File: src/rtl/port_stats_collector_if.sv
// Result-strobe input and counter read port of the per-port statistics collector.
// The master side drives packet results, clear and read requests; the slave returns read data.
interface port_stats_collector_if #(
    parameter int ATTR_W = 135,
    parameter int ADDR_W = 8,
    parameter int DATA_W = 64
);
    logic              pkt_valid;
    logic [ATTR_W-1:0] pkt_attributes;
    logic              clear_stats;
    logic              rd_en;
    logic [ADDR_W-1:0] rd_addr;
    logic [DATA_W-1:0] rd_data;
    logic              rd_valid;

    modport master (
        output pkt_valid, pkt_attributes, clear_stats, rd_en, rd_addr,
        input  rd_data, rd_valid
    );

    modport slave (
        input  pkt_valid, pkt_attributes, clear_stats, rd_en, rd_addr,
        output rd_data, rd_valid
    );
endinterface

File: src/rtl/port_stats_collector.sv
// Per-input-port packet/byte, per-protocol and unknown-port counters behind a registered read port.
// Latency: counters reflect a result two edges after pkt_valid; reads return one edge after rd_en.
// Backpressure: none; a result every cycle is absorbed without loss.
module port_stats_collector #(
    parameter int NUM_INPUT_QUEUES              = 8,
    parameter int NETWORK_PROTOCOL_COMBINATIONS = 4,
    parameter int PRTCL_ID_WIDTH                = 2,
    parameter int BYTES_COUNT_WIDTH             = 16,
    parameter int ATTRIBUTE_DATA_WIDTH          = 135,
    parameter int PKT_CNT_WIDTH                 = 32,
    parameter int BYTE_CNT_WIDTH                = 48
) (
    input logic                   clk,
    input logic                   reset,
    port_stats_collector_if.slave bus
);
    localparam int N         = NUM_INPUT_QUEUES;
    localparam int P         = NETWORK_PROTOCOL_COMBINATIONS;
    localparam int IDX_W     = (N > 1) ? $clog2(N) : 1;
    localparam int BYTES_LSB = 104;
    localparam int PRTCL_LSB = BYTES_LSB + BYTES_COUNT_WIDTH + 5;
    localparam int PORT_LSB  = PRTCL_LSB + PRTCL_ID_WIDTH;

    logic [ATTRIBUTE_DATA_WIDTH-1:0] attr;
    assign attr = bus.pkt_attributes;

    logic                         s1_valid;
    logic [BYTES_COUNT_WIDTH-1:0] s1_bytes;
    logic [PRTCL_ID_WIDTH-1:0]    s1_prtcl;
    logic [N-1:0]                 s1_port;

    logic [PKT_CNT_WIDTH-1:0]  pkt_cnt   [N];
    logic [BYTE_CNT_WIDTH-1:0] byte_cnt  [N];
    logic [PKT_CNT_WIDTH-1:0]  proto_cnt [P];
    logic [PKT_CNT_WIDTH-1:0]  unknown_cnt;

    logic [63:0] rd_mux;
    logic [63:0] rd_data_q;
    logic        rd_valid_q;

    logic             port_hit;
    logic [IDX_W-1:0] port_idx;

    // A port vector is a valid source only when exactly one bit is set.
    always_comb begin
        port_idx = '0;
        for (int i = 0; i < N; i++) begin
            if (s1_port[i]) port_idx = i[IDX_W-1:0];
        end
        port_hit = (s1_port != '0) && ((s1_port & (s1_port - N'(1))) == '0);
    end

    always_comb begin
        rd_mux = '0;
        for (int i = 0; i < N; i++) begin
            if (bus.rd_addr == 8'(i))     rd_mux = 64'(pkt_cnt[i]);
            if (bus.rd_addr == 8'(N + i)) rd_mux = 64'(byte_cnt[i]);
        end
        for (int j = 0; j < P; j++) begin
            if (bus.rd_addr == 8'(2 * N + j)) rd_mux = 64'(proto_cnt[j]);
        end
        if (bus.rd_addr == 8'(2 * N + P)) rd_mux = 64'(unknown_cnt);
    end

    always_ff @(posedge clk) begin
        if (!reset) begin
            s1_valid    <= 1'b0;
            s1_bytes    <= '0;
            s1_prtcl    <= '0;
            s1_port     <= '0;
            rd_data_q   <= '0;
            rd_valid_q  <= 1'b0;
            unknown_cnt <= '0;
            for (int i = 0; i < N; i++) begin
                pkt_cnt[i]  <= '0;
                byte_cnt[i] <= '0;
            end
            for (int j = 0; j < P; j++) proto_cnt[j] <= '0;
        end else begin
            s1_valid <= bus.pkt_valid;
            if (bus.pkt_valid) begin
                s1_bytes <= attr[BYTES_LSB +: BYTES_COUNT_WIDTH];
                s1_prtcl <= attr[PRTCL_LSB +: PRTCL_ID_WIDTH];
                s1_port  <= attr[PORT_LSB +: N];
            end

            // The mux sees pre-update counters, so reads are read-before-write.
            rd_valid_q <= bus.rd_en;
            if (bus.rd_en) rd_data_q <= rd_mux;

            if (bus.clear_stats) begin
                unknown_cnt <= '0;
                for (int i = 0; i < N; i++) begin
                    pkt_cnt[i]  <= '0;
                    byte_cnt[i] <= '0;
                end
                for (int j = 0; j < P; j++) proto_cnt[j] <= '0;
            end else if (s1_valid) begin
                if (port_hit) begin
                    pkt_cnt[port_idx]  <= pkt_cnt[port_idx] + PKT_CNT_WIDTH'(1);
                    byte_cnt[port_idx] <= byte_cnt[port_idx] + BYTE_CNT_WIDTH'(s1_bytes);
                end else begin
                    unknown_cnt <= unknown_cnt + PKT_CNT_WIDTH'(1);
                end
                if (32'(s1_prtcl) < P) begin
                    proto_cnt[s1_prtcl] <= proto_cnt[s1_prtcl] + PKT_CNT_WIDTH'(1);
                end
            end
        end
    end

    assign bus.rd_data  = rd_data_q;
    assign bus.rd_valid = rd_valid_q;
endmodule
File: src/flat_wrapper.sv
// flat-port wrapper written by rule: the top's interface ports become plain ports
module port_stats_collector_flat 
#(
    parameter int NUM_INPUT_QUEUES              = 8,
    parameter int NETWORK_PROTOCOL_COMBINATIONS = 4,
    parameter int PRTCL_ID_WIDTH                = 2,
    parameter int BYTES_COUNT_WIDTH             = 16,
    parameter int ATTRIBUTE_DATA_WIDTH          = 135,
    parameter int PKT_CNT_WIDTH                 = 32,
    parameter int BYTE_CNT_WIDTH                = 48
)
  (clk, reset, bus_pkt_valid, bus_pkt_attributes, bus_clear_stats, bus_rd_en, bus_rd_addr, bus_rd_data, bus_rd_valid);
  port_stats_collector_if bus_i ();
  input logic clk;
  input logic reset;
  input wire logic [$bits(bus_i.pkt_valid)-1:0] bus_pkt_valid;
  input wire logic [$bits(bus_i.pkt_attributes)-1:0] bus_pkt_attributes;
  input wire logic [$bits(bus_i.clear_stats)-1:0] bus_clear_stats;
  input wire logic [$bits(bus_i.rd_en)-1:0] bus_rd_en;
  input wire logic [$bits(bus_i.rd_addr)-1:0] bus_rd_addr;
  output wire logic [$bits(bus_i.rd_data)-1:0] bus_rd_data;
  output wire logic [$bits(bus_i.rd_valid)-1:0] bus_rd_valid;
  assign bus_i.pkt_valid = bus_pkt_valid;
  assign bus_i.pkt_attributes = bus_pkt_attributes;
  assign bus_i.clear_stats = bus_clear_stats;
  assign bus_i.rd_en = bus_rd_en;
  assign bus_i.rd_addr = bus_rd_addr;
  assign bus_rd_data = bus_i.rd_data;
  assign bus_rd_valid = bus_i.rd_valid;
  port_stats_collector #(.NUM_INPUT_QUEUES(NUM_INPUT_QUEUES), .NETWORK_PROTOCOL_COMBINATIONS(NETWORK_PROTOCOL_COMBINATIONS), .PRTCL_ID_WIDTH(PRTCL_ID_WIDTH), .BYTES_COUNT_WIDTH(BYTES_COUNT_WIDTH), .ATTRIBUTE_DATA_WIDTH(ATTRIBUTE_DATA_WIDTH), .PKT_CNT_WIDTH(PKT_CNT_WIDTH), .BYTE_CNT_WIDTH(BYTE_CNT_WIDTH)) u_core (.clk(clk), .reset(reset), .bus(bus_i));
endmodule
File: config.mk
export PLATFORM = sky130hd
export DESIGN_NAME = port_stats_collector_flat
export DESIGN_NICKNAME = d
export VERILOG_FILES = /design/src/rtl/port_stats_collector_if.sv /design/src/rtl/port_stats_collector.sv /design/src/flat_wrapper.sv
export SDC_FILE = /design/constraint.sdc
export NUM_CORES = 2
export LEC_CHECK = 0
export ABC_AREA = 1
export CAP_MARGIN = 10
export CELL_PAD_IN_SITES_DETAIL_PLACEMENT = 1
export CELL_PAD_IN_SITES_GLOBAL_PLACEMENT = 2
export CORE_MARGIN = 2
export CORE_UTILIZATION = 39
export CTS_BUF_LIST = sky130_fd_sc_hd__clkbuf_4 sky130_fd_sc_hd__clkbuf_8
export DETAILED_ROUTE_END_ITERATION = 16
export PLACE_DENSITY = 0.82
export SLEW_MARGIN = 20
export SYNTH_ARGS = -nofsm -noshare
export SYNTH_HDL_FRONTEND = slang
export SYNTH_SLANG_ARGS = --single-unit
export TNS_END_PERCENT = 10
File: constraint.sdc
create_clock -name clk -period 6.7 [get_ports clk]
set_input_delay 0.67 -clock clk [delete_from_list [all_inputs] [get_ports clk]]
set_output_delay 0.67 -clock clk [all_outputs]
set_load 0.03 [all_outputs]
==> run metrics <==
CTS Sinks=878; Critical R2R Launch=u_core.s1_port[2]; synthesis-stage register bit count=878; Post-CTS Setup Bufs=0; core area=121400 sq um; crit path time final=5.833 ns; commonest non-fill, non-tap cell in the layout=nand2_1; mean routed wirelength per cell=28.58 um; Critical Path Fanout Max=9; IO Port Bufs=87; Initial Util=39.16%; max_cap viols=0; worst slew pin tran=1.162 ns; Hold Startpoint=bus_pkt_attributes[107]; die area=124700 sq um; synth top area cells=edfxtp_1 (49%), nand2_1 (10%), nor2_1 (8.8%); post-detail-place hpwl=137.3 mm; Finish-stage setup viols=0; most frequent cells in the layout=nand2_1 (1274), nor2_1 (1101), edfxtp_1 (768); # H-tree levels=4; placed cell areas=50660 sq um; Mapped Area=47540 sq um; Post-synth EDFFs=768; crit path from=u_core.s1_port[2]; LEAKAGE=0.02084 uW; Hold Crit Class=primary input to flip-flop; Final nets=6040; ys flop type=edfxtp_1; pin count of the biggest net entering global routing=148; status=finished clean; pwr dens=260.2 nW/um^2; R2R Setup Slk=0.87 ns; fin crit share=87.06%; met3 wire length=22.00 mm; post-route met1 wirelength=87.49 mm; standard-cell rows=128; setup slack after layout=0.8669 ns; num ports=213; Worst setup SP type=flip-flop; global-route wire length before repair=309.9 mm; vias per inst=5.897; Worst EP arrival=6.40 ns; Post-Syn Instances=5753; total negative setup slack=0 ns; Final Hold Viols=0; mean area per synthesized cell=8.264 sq um; fin. max-slew vios=0; 1st-pass router iterations=6; Final ANT Viol Nets=0; area delta synth->final=13.17%; Peak VDD IR=0.1966 mV; post-synthesis sequential area ratio=53.14%; cts hold-fix bufs=0; Design Area, Final=53810 sq um; critical path type=flip-flop to flip-flop; GP Congestion=0.9102; final wirelength=217.6 mm; layout cell share with drive strength beyond 1=9.754%; Top Layer Used=met4; max_slew headroom=22.55%; CTS buffer count=160; Critical R2R Capture=u_core.byte_cnt[1][41]; Synth top area share=48.51%; Die Wd=353.2 um; via count of the first global-routing pass=44710; Initial DRC Count=5115; TritonCTS clock tree=done; root buffer cell=clkbuf_8; WL met2=94.19 mm; Synth area leader=edfxtp_1; Worst EP required=7.27 ns; Max clock buf depth=3; synth unique cells=61; clock transition at the registers of the reported paths=0.06 ns; pre-CTS setup slack=1.118 ns; total track usage=34.24%; Max Freq=0.1714 GHz; R2R depth=26; clk_skew=0.05611 ns; Ys Warns=0; CTS resizes=0; RSZ-0062 raised after global routing=false; DR vias=44900; Setup crit end=u_core.byte_cnt[1][41]; Die Ht=353.2 um; clk_lat worst skew=0.91 ns; DRC Markers=0; Congestion Overflow GR=0; initial antenna violation count=5; async set-reset flop share out of synthesis=0%; Critical Path Sink Type=flip-flop
==> kinds of logic (layout without fill, tap and decap cells) <==
family                     count (synthesis)  after routing  share of synthesized area [%]
other                                      1             17                       0.007888
DFF                                      878            878                          53.14
xor gates and xnor gates                  72             72                          1.468
buffers and inverters                    826           1045                          7.093
adders and majority gates                 20             20                         0.5421
muxes                                      6              6                         0.1263
and+or+nand+nor                         2989           2989                          26.27
AOI/OAI and AO/OA                        961            961                          11.36
==> critical path, cell delays in order, from the launching register on <==
cell and delay, ns:
dfxtp_1 0.31, inv_2 0.07, nand2_1 0.06, nand2_1 0.06, nand2_1 0.08, nand2_4 0.28
nand2_4 0.17, nand2_2 0.34, buf_4 0.32, o22ai_1 0.14, a2111oi_2 0.49, buf_4 0.25
ha_1 0.29, a21oi_1 0.15, nand2_1 0.09, a31oi_1 0.22, o21ai_0 0.16, nand3_1 0.10
nand2_1 0.14, a21oi_1 0.61, nor2_1 0.30, nand2_1 0.26, nor2_1 0.09, nand3_1 0.07
nand2_1 0.05, nand2_1 0.32, nor2_1 0.07
==> cells in the mapped netlist, drive strengths merged, types with 11 or more instances <==
cell and n:
buf 124, nand3 287, a2111oi 13, a32oi 18
nand2 1300, o21ai 301, nor3 54, ha 19
a21boi 13, a21oi 429, o2111ai 12, and2 17
nand4 103, xnor2 11, nand3b 39, dfxtp 110
o211ai 46, clkbuf 189, o22ai 80, xor2 61
nor2 1132, a221oi 21, edfxtp 768, nor3b 13
or2 34, inv 505
==> worst min-delay path by stage <==
stage	depth (start not counted)	end	slack (ns)
2_1_floorplan	2	u_core.unknown_cnt[5]	0.44
3_3_place_gp	2	u_core.bus.rd_data[40]	0.45
3_5_place_dp	2	u_core.bus.rd_data[43]	0.46
4_1_cts	3	u_core.s1_bytes[3]	0.30
5_1_grt	3	u_core.s1_bytes[8]	0.37
6_report	3	u_core.s1_bytes[3]	0.38
==> routing by layer <==
| layer | vias up | global-route usage (%) |
|---|---|---|
| met4 | 0 | 19.92 |
| met5 | - | 0 |
| li1 | 19520 | - |
| met2 | 2454 | 51.99 |
| met3 | 547 | 6.496 |
| met1 | 22370 | 45.70 |
==> flip-flops by register name, summed over array words and instances (netlist names), named ones only <==
name,flops
u_core.s1_bytes,16
u_core.pkt_cnt,256
u_core.unknown_cnt,32
u_core.byte_cnt,384
u_core.s1_prtcl,2
u_core.s1_port,8
u_core.bus.rd_data,48
u_core.bus.rd_valid,1
u_core.s1_valid,1
u_core.proto_cnt,128
==> power by group <==
part / switching [uW] / internal (uW)
combinational: 1910 / 580
sequential: 123 / 6170
clock: 2390 / 2830
total: 4420 / 9580
==> final cells by class <==
class	instances	area (sq um)
flip-flops and latches	878	25270
repair buffers	255	2265
well taps	1625	2033
clock buffers	240	2915
fillers	14590	67590
multi-input cells	4064	19170
inverters	513	1936
clock inverters	37	224.0
diodes	1	2.502
==> metrics by stage <==
stage	std cells	power [uW]	utilization [%]	hold slack [ns]
2_1_floorplan	5768	7749	-	0.4411
5_1_grt	7613	14440	44.32	0.3658
4_1_cts	7612	13990	44.32	0.3006
6_report	7613	14000	44.32	0.3758
3_5_place_dp	7335	8825	41.73	0.4572
3_3_place_gp	7335	8776	41.73	0.4531
Note: power is estimated with default switching activity, not from simulation.
